**config.mk**
```make
export PLATFORM = sky130hd
export DESIGN_NAME = alu_issue_decoder
export DESIGN_NICKNAME = d
export VERILOG_FILES = /design/src/rtl/alu_issue_decoder.sv
export SDC_FILE = /design/constraint.sdc
export NUM_CORES = 1
export LEC_CHECK = 0
export ABC_AREA = 1
export CORE_UTILIZATION = 45
export CTS_BUF_LIST = sky130_fd_sc_hd__clkbuf_4
export DETAILED_ROUTE_END_ITERATION = 8
export PLACE_DENSITY = 0.71
export SKIP_CTS_REPAIR_TIMING = 1
export SYNTH_ARGS = -nofsm -noshare
export SYNTH_HDL_FRONTEND = slang
export SYNTH_SLANG_ARGS = --single-unit
export TNS_END_PERCENT = 30
```
**constraint.sdc**
```tcl
create_clock -name clk -period 2 [get_ports clk]
set_input_delay 0.5 -clock clk [delete_from_list [all_inputs] [get_ports clk]]
set_output_delay 0.5 -clock clk [all_outputs]
set_load 0.05 [all_outputs]
```
**src/rtl/alu_issue_decoder.sv**
```systemverilog
// RV32I decode/issue stage feeding the ALU. A combinational decode goes into a
// 2-entry elastic buffer (main + skid) with valid/ready handshakes on both sides.
module alu_issue_decoder #(
  parameter int XLEN = 32
) (
  input  logic            clk,
  input  logic            rst,
  input  logic            flush,
  input  logic            in_valid,
  output logic            in_ready,
  input  logic [31:0]     instr,
  input  logic [XLEN-1:0] pc,
  input  logic [XLEN-1:0] rs1_data,
  input  logic [XLEN-1:0] rs2_data,
  output logic            out_valid,
  input  logic            out_ready,
  output logic [3:0]      ALU_Control,
  output logic [XLEN-1:0] oprand_1,
  output logic [XLEN-1:0] oprand_2,
  output logic [XLEN-1:0] rs_data_in_1,
  output logic [XLEN-1:0] rs_data_in_2,
  output logic [4:0]      rd_addr,
  output logic            rd_we,
  output logic            is_branch,
  output logic            illegal
);

  typedef struct packed {
    logic [3:0]      ctrl;
    logic [XLEN-1:0] op1;
    logic [XLEN-1:0] op2;
    logic [XLEN-1:0] rsd1;
    logic [XLEN-1:0] rsd2;
    logic [4:0]      rd;
    logic            we;
    logic            br;
    logic            ill;
  } entry_t;

  localparam logic [6:0] OPC_OP     = 7'b0110011;
  localparam logic [6:0] OPC_OP_IMM = 7'b0010011;
  localparam logic [6:0] OPC_LUI    = 7'b0110111;
  localparam logic [6:0] OPC_AUIPC  = 7'b0010111;
  localparam logic [6:0] OPC_LOAD   = 7'b0000011;
  localparam logic [6:0] OPC_STORE  = 7'b0100011;
  localparam logic [6:0] OPC_BRANCH = 7'b1100011;
  localparam logic [6:0] F7_ZERO    = 7'b0000000;
  localparam logic [6:0] F7_ALT     = 7'b0100000;

  logic [6:0]  opcode_s;
  logic [2:0]  f3_s;
  logic [6:0]  f7_s;
  logic [31:0] imm_i_s;
  logic [31:0] imm_s_s;
  logic [31:0] imm_b_s;
  logic [31:0] imm_u_s;
  logic        writes_s;
  entry_t      dec_s;

  entry_t      main_r;
  entry_t      skid_r;
  logic        main_valid_r;
  logic        skid_valid_r;
  logic        in_xfer_s;
  logic        out_xfer_s;

  assign opcode_s = instr[6:0];
  assign f3_s     = instr[14:12];
  assign f7_s     = instr[31:25];
  assign imm_i_s  = {{20{instr[31]}}, instr[31:20]};
  assign imm_s_s  = {{20{instr[31]}}, instr[31:25], instr[11:7]};
  assign imm_b_s  = {{19{instr[31]}}, instr[31], instr[7], instr[30:25], instr[11:8], 1'b0};
  assign imm_u_s  = {instr[31:12], 12'd0};

  // Instruction decode; anything not explicitly matched stays an illegal, zeroed entry
  always_comb begin
    dec_s      = '0;
    dec_s.ill  = 1'b1;
    dec_s.rsd1 = rs1_data;
    dec_s.rsd2 = rs2_data;
    dec_s.rd   = instr[11:7];
    writes_s   = 1'b0;
    case (opcode_s)
      OPC_OP: begin
        if (f7_s == F7_ZERO) begin
          dec_s.ctrl = {1'b0, f3_s};
          dec_s.ill  = 1'b0;
        end else if ((f7_s == F7_ALT) && (f3_s == 3'b000)) begin
          dec_s.ctrl = 4'b1010;
          dec_s.ill  = 1'b0;
        end else if ((f7_s == F7_ALT) && (f3_s == 3'b101)) begin
          dec_s.ctrl = 4'b1011;
          dec_s.ill  = 1'b0;
        end else begin
          dec_s.ill  = 1'b1;
        end
        if (!dec_s.ill) begin
          dec_s.op1 = rs1_data;
          dec_s.op2 = rs2_data;
          writes_s  = 1'b1;
        end else begin
          writes_s  = 1'b0;
        end
      end
      OPC_OP_IMM: begin
        if ((f3_s == 3'b001) && (f7_s == F7_ZERO)) begin
          dec_s.ctrl = 4'b0001;
          dec_s.op2  = XLEN'(instr[24:20]);
          dec_s.ill  = 1'b0;
        end else if ((f3_s == 3'b101) && ((f7_s == F7_ZERO) || (f7_s == F7_ALT))) begin
          dec_s.ctrl = (f7_s == F7_ALT) ? 4'b1011 : 4'b0101;
          dec_s.op2  = XLEN'(instr[24:20]);
          dec_s.ill  = 1'b0;
        end else if ((f3_s != 3'b001) && (f3_s != 3'b101)) begin
          dec_s.ctrl = {1'b0, f3_s};
          dec_s.op2  = XLEN'($signed(imm_i_s));
          dec_s.ill  = 1'b0;
        end else begin
          dec_s.ill  = 1'b1;
        end
        if (!dec_s.ill) begin
          dec_s.op1 = rs1_data;
          writes_s  = 1'b1;
        end else begin
          writes_s  = 1'b0;
        end
      end
      OPC_LUI: begin
        dec_s.ctrl = 4'b0000;
        dec_s.op2  = XLEN'($signed(imm_u_s));
        dec_s.ill  = 1'b0;
        writes_s   = 1'b1;
      end
      OPC_AUIPC: begin
        dec_s.ctrl = 4'b0000;
        dec_s.op1  = pc;
        dec_s.op2  = XLEN'($signed(imm_u_s));
        dec_s.ill  = 1'b0;
        writes_s   = 1'b1;
      end
      OPC_LOAD: begin
        dec_s.ctrl = 4'b0000;
        dec_s.op1  = rs1_data;
        dec_s.op2  = XLEN'($signed(imm_i_s));
        dec_s.ill  = 1'b0;
        writes_s   = 1'b1;
      end
      OPC_STORE: begin
        dec_s.ctrl = 4'b0000;
        dec_s.op1  = rs1_data;
        dec_s.op2  = XLEN'($signed(imm_s_s));
        dec_s.ill  = 1'b0;
      end
      OPC_BRANCH: begin
        if ((f3_s == 3'b010) || (f3_s == 3'b011)) begin
          dec_s.ill  = 1'b1;
        end else begin
          // Branch codes are simply 1 followed by funct3
          dec_s.ctrl = {1'b1, f3_s};
          dec_s.op1  = pc;
          dec_s.op2  = XLEN'($signed(imm_b_s));
          dec_s.br   = 1'b1;
          dec_s.ill  = 1'b0;
        end
      end
      default: begin
        dec_s.ill = 1'b1;
      end
    endcase
    dec_s.we = writes_s && (dec_s.rd != 5'd0);
  end

  assign in_xfer_s  = in_valid && !skid_valid_r;
  assign out_xfer_s = main_valid_r && out_ready;

  // Elastic buffer: main drives the outputs, skid holds the entry that arrives during a stall
  always_ff @(posedge clk or negedge rst) begin
    if (!rst) begin
      main_r       <= '0;
      skid_r       <= '0;
      main_valid_r <= 1'b0;
      skid_valid_r <= 1'b0;
    end else if (flush) begin
      main_r       <= '0;
      skid_r       <= '0;
      main_valid_r <= 1'b0;
      skid_valid_r <= 1'b0;
    end else begin
      case ({main_valid_r, skid_valid_r})
        2'b00: begin
          if (in_xfer_s) begin
            main_r       <= dec_s;
            main_valid_r <= 1'b1;
          end
        end
        2'b10: begin
          if (in_xfer_s && out_xfer_s) begin
            main_r <= dec_s;
          end else if (out_xfer_s) begin
            main_valid_r <= 1'b0;
          end else if (in_xfer_s) begin
            skid_r       <= dec_s;
            skid_valid_r <= 1'b1;
          end
        end
        2'b11: begin
          if (out_xfer_s) begin
            main_r       <= skid_r;
            skid_valid_r <= 1'b0;
          end
        end
        default: begin
          main_valid_r <= 1'b0;
          skid_valid_r <= 1'b0;
        end
      endcase
    end
  end

  assign in_ready     = !skid_valid_r;
  assign out_valid    = main_valid_r;
  assign ALU_Control  = main_r.ctrl;
  assign oprand_1     = main_r.op1;
  assign oprand_2     = main_r.op2;
  assign rs_data_in_1 = main_r.rsd1;
  assign rs_data_in_2 = main_r.rsd2;
  assign rd_addr      = main_r.rd;
  assign rd_we        = main_r.we;
  assign is_branch    = main_r.br;
  assign illegal      = main_r.ill;

endmodule

```
==> PnR_summary.wiki <==
{| class="wikitable"
! Metric !! Value
|-
| Run status || finished clean
|-
| Via-to-Cell Ratio || between 5 and 6
|-
| Leakage || approximately 9 nW
|-
| Worst setup slack before clock tree synthesis || -0.495 ns
|-
| Setup crit start || rs_data_in_1[14]
|-
| Number of antenna violations at the first check in global routing || 2
|-
| Tightest slew margin relative to the limit || 65.3%
|-
| End point of the critical path || rs_data_in_1[14]
|-
| Post-synth cell types || 36
|-
| Largest stage delay on the critical path || 0.42 ns
|-
| Max-cap violation count || 0
|-
| Insertion delay of the later-clocked pin in the worst-skew pair || ~0.7 ns
|-
| Crit-path max FO || 2
|-
| Data required time at the worst endpoint || 1.50 ns
|-
| Count of antenna-violating nets left after detailed routing || 0
|-
| Reg2Reg Setup Slack || 0.19 ns
|-
| Worst Skew || 0.0594 ns
|-
| Library cell occupying the most area in the post-synthesis netlist || dfrtp_1
|-
| Post-route core utilization || 62.2%
|-
| Vertical die dimension || 178 um
|-
| Cells along the critical path || dlymetal6s2s_1
|-
| Initial core utilization || a little under half
|-
| Switching component of the power || around 5 mW
|-
| Int Power || 10.1 mW
|-
| Cell with the most instances after synthesis || nand2_1
|-
| Net switching fraction of the power || roughly 32%
|-
| Core area || 30000 um^2
|-
| Count of nets after finishing || ~2100
|-
| Post-Synthesis Net Count || about 1800
|-
| Clock tree buffer depth || 3
|-
| Crit path capture type || output port
|-
| Smallest setup slack after layout || 0.0758 ns
|-
| Critical R2R Capture || rs_data_in_2[4]
|-
| DR pass1 iterations || 6
|-
| Worst hold path class || primary input to asynchronous set/reset pin
|-
| Grt ovf || 0
|-
| Number of endpoints with negative hold slack in the final report || 0
|-
| Cell class contributing the biggest share of worst-path delay || buffers and inverters
|-
| Total half-perimeter wirelength after legalization and detailed placement || around 32000 um
|-
| Post-route fraction of the period consumed by the critical path || between 90% and 100%
|-
| Global router's overall resource usage || between 30 and 40%
|-
| Leading cell types by count after synthesis || nand2_1 (397), dfrtp_1 (282), a21oi_1 (169)
|-
| Total wirelength of the detailed-routed design || 47000 um
|-
| Fill cell instance count of the final layout || about 2600
|-
| Average wire per cell in the routed design || between 15 and 20 um
|-
| Worst vdd ir || 472 uV
|-
| Number of DRC violations after detailed routing || 0
|-
| CTS clk-pin slew, worst paths || 0.06 ns
|-
| Pin count of the biggest net entering global routing || between 80 and 90
|-
| Buffers & Inverters on Critical Path || 1
|-
| Sink Count || ~280
|-
| Number of H-tree branching levels || 3
|-
| First-pass GRT wire length || between 70000 and 80000 um
|-
| Share of power burned in combinational logic || 21.8%
|-
| Number of global-route vias before repair || 13600
|-
| Critical Path Slowest Stage Cell || dlymetal6s2s_1
|-
| Gpl congestion || between 0.8 and 0.9
|-
| Share of post-route cells with drive strength above 1 || a little over a fifth
|-
| Iteration-0 DRC count of the detailed router || approximately 1300
|-
| Total power per unit cell area || ~800 nW/um^2
|-
| Critical path start-end classification || register to output port
|-
| Proportion of power drawn by the clock network || between 30 and 40%
|-
| Pins Over Slew Limit || 0
|-
| Number of enable flip-flop cells after synthesis || 0
|-
| Total power || 15.0 mW
|-
| CTS tree || done
|-
| Highest clock frequency the design can meet || 520 MHz
|-
| Predominant post-synthesis flop cell || dfrtp_1
|-
| Flip-flop and latch count after synthesis || 282
|-
| Fraction of registers with async set/reset || 100%
|-
| Final setup violating endpoints || 0
|-
| Port Buffer Count || 274
|-
| CP startpoint kind || register
|-
| Min Tclk post-route || 1.92 ns
|-
| Sequential fraction of the synthesis area || 50.9%
|-
| Top Ports || between 200 and 300
|-
| Tightest Pin Transition || about 0.52 ns
|-
| WP depth || 1
|-
| Arrival time at the worst endpoint || around 1.4 ns
|-
| Clk Tree Root Cell || clkbuf_4
|-
| Number of CTS-inserted buffers || 76
|-
| Start of the worst register-to-register path || skid_valid_r
|-
| Portion of synthesized cell area occupied by the leading cell type || around 51%
|-
| Number of standard-cell rows in the floorplan || 63
|-
| Setup repair after global routing missed its margin || false
|-
| Avg Synthesized Cell Area || 8.43 um^2
|-
| Gate count of the mapped netlist || between 1500 and 2000
|-
| Post-synthesis to final-layout area growth || 34.3%
|-
| Cell Area, Synth || roughly 14000 um^2
|-
| Die Width || approximately 180 um
|-
| Count of vias placed by the detailed router || 14100
|-
| Area contributors post-synth || dfrtp_1 (51%), nand2_1 (11%), a21oi_1 (6.1%)
|-
| Share of power burned in registers || a little over two fifths
|-
| Logic depth of the worst register-to-register path || 8
|-
| DIE AREA || between 30000 and 40000 um^2
|-
| Number of warnings issued by yosys || 0
|}
-- layout by cell type, fill, tap and decap left out, types with 2 or more instances in the layout --
cell type	instances
nand2_1	397
dfrtp_1	282
buf_4	205
a21oi_1	168
nand3_1	150
nor2_1	135
clkdlybuf4s50_1	131
clkbuf_4	111
o21ai_0	99
a22o_1	88
a22oi_1	69
buf_12	42
inv_1	35
nand4_1	35
clkbuf_2	23
clkinv_1	12
a21oi_2	10
inv_2	8
nand2_2	6
nor2_4	6
dlymetal6s2s_1	6
nor2_2	5
o21ai_1	5
o211ai_1	3
bufinv_16	3
diode_2	2
nand3_2	2
a21oi_4	2
nor3_1	2
clkinv_2	2
-- metrics by stage --
stage / std cells / setup TNS, ns / instance area, um^2 / hold slack, ns
floorplan: 1647 / 0 / 13900 / 0.204
global placement: 2315 / -67.64 / 17700 / 0.390
detailed placement: 2315 / -70.72 / 17700 / 0.395
CTS: 2444 / -10.96 / 18700 / -0.348
global route: 2447 / 0 / 18600 / 0.272
finish: 2447 / 0 / 18600 / 0.285
-- worst min path at each step --
stage | startpoint | endpoint | slack (ns) | cells after the start
2_1_floorplan | rst | ALU_Control[0] | 0.20 | 0
3_3_place_gp | rst | rd_addr[3] | 0.39 | 1
3_5_place_dp | rst | rd_addr[3] | 0.40 | 1
4_1_cts | rst | rd_addr[3] | -0.35 | 1
5_1_grt | rst | rd_addr[1] | 0.27 | 2
6_report | rst | rd_addr[1] | 0.29 | 2
-- power groups by stage --
stage | clock network, mW | logic [mW] | registers [mW]
global placement | 0 | 3.28 | 6.47
global route | 5.76 | 3.47 | 6.42
CTS | 5.47 | 3.33 | 6.38
detailed placement | 0 | 3.32 | 6.47
floorplan | 0 | 0.844 | 7.38
finish | 5.37 | 3.28 | 6.38
-- logic make-up (layout without fill, tap and decap cells) --
family	count (synthesis)	after routing	share of synthesized area (%)
buf+inv	173	581	5.92
other cells	0	2	0
simple gates	743	743	22.9
compound gates	449	449	20.3
flops	282	282	50.9
-- sequential cells by signal (all words and copies together) (netlist names) --
| signal | cells |
|---|---|
| oprand_2 | 32 |
| is_branch | 1 |
| skid_valid_r | 1 |
| rd_addr | 5 |
| oprand_1 | 32 |
| skid_r | 140 |
| rs_data_in_1 | 32 |
| out_valid | 1 |
| ALU_Control | 4 |
| illegal | 1 |
| rd_we | 1 |
| rs_data_in_2 | 32 |
-- area by class of cell --
type                       instances  area (um^2)  area share, %
multi-input combinational       1192         6040           32.4
clock inverter                    18          149          0.799
inverter                          43          164          0.879
sequential                       282         7060           37.9
tap                              390          488           2.62
timing repair buffer             409         3910           21.0
clock buffer                     111          833           4.47
antenna                            2         5.00         0.0268
-- worst reg2reg max path: stages (launching register included) --
cell	delay, ns
dfrtp_1	0.36
inv_2	0.07
nand2_1	0.17
buf_4	0.15
inv_1	0.05
a21oi_4	0.25
buf_4	0.27
buf_4	0.25
o21ai_0	0.12
-- per-layer routing --
layer	vias up	GRT usage, %	wire, um	share of wire, %
met3	109	4.35	3370	7.2
met5	-	0	0	0
li1	6445	-	-	-
met1	6828	43.2	20700	44
met2	671	45.6	21700	46
met4	0	11.8	1280	2.7
No activity file was read; power rests on OpenSTA's default activity.
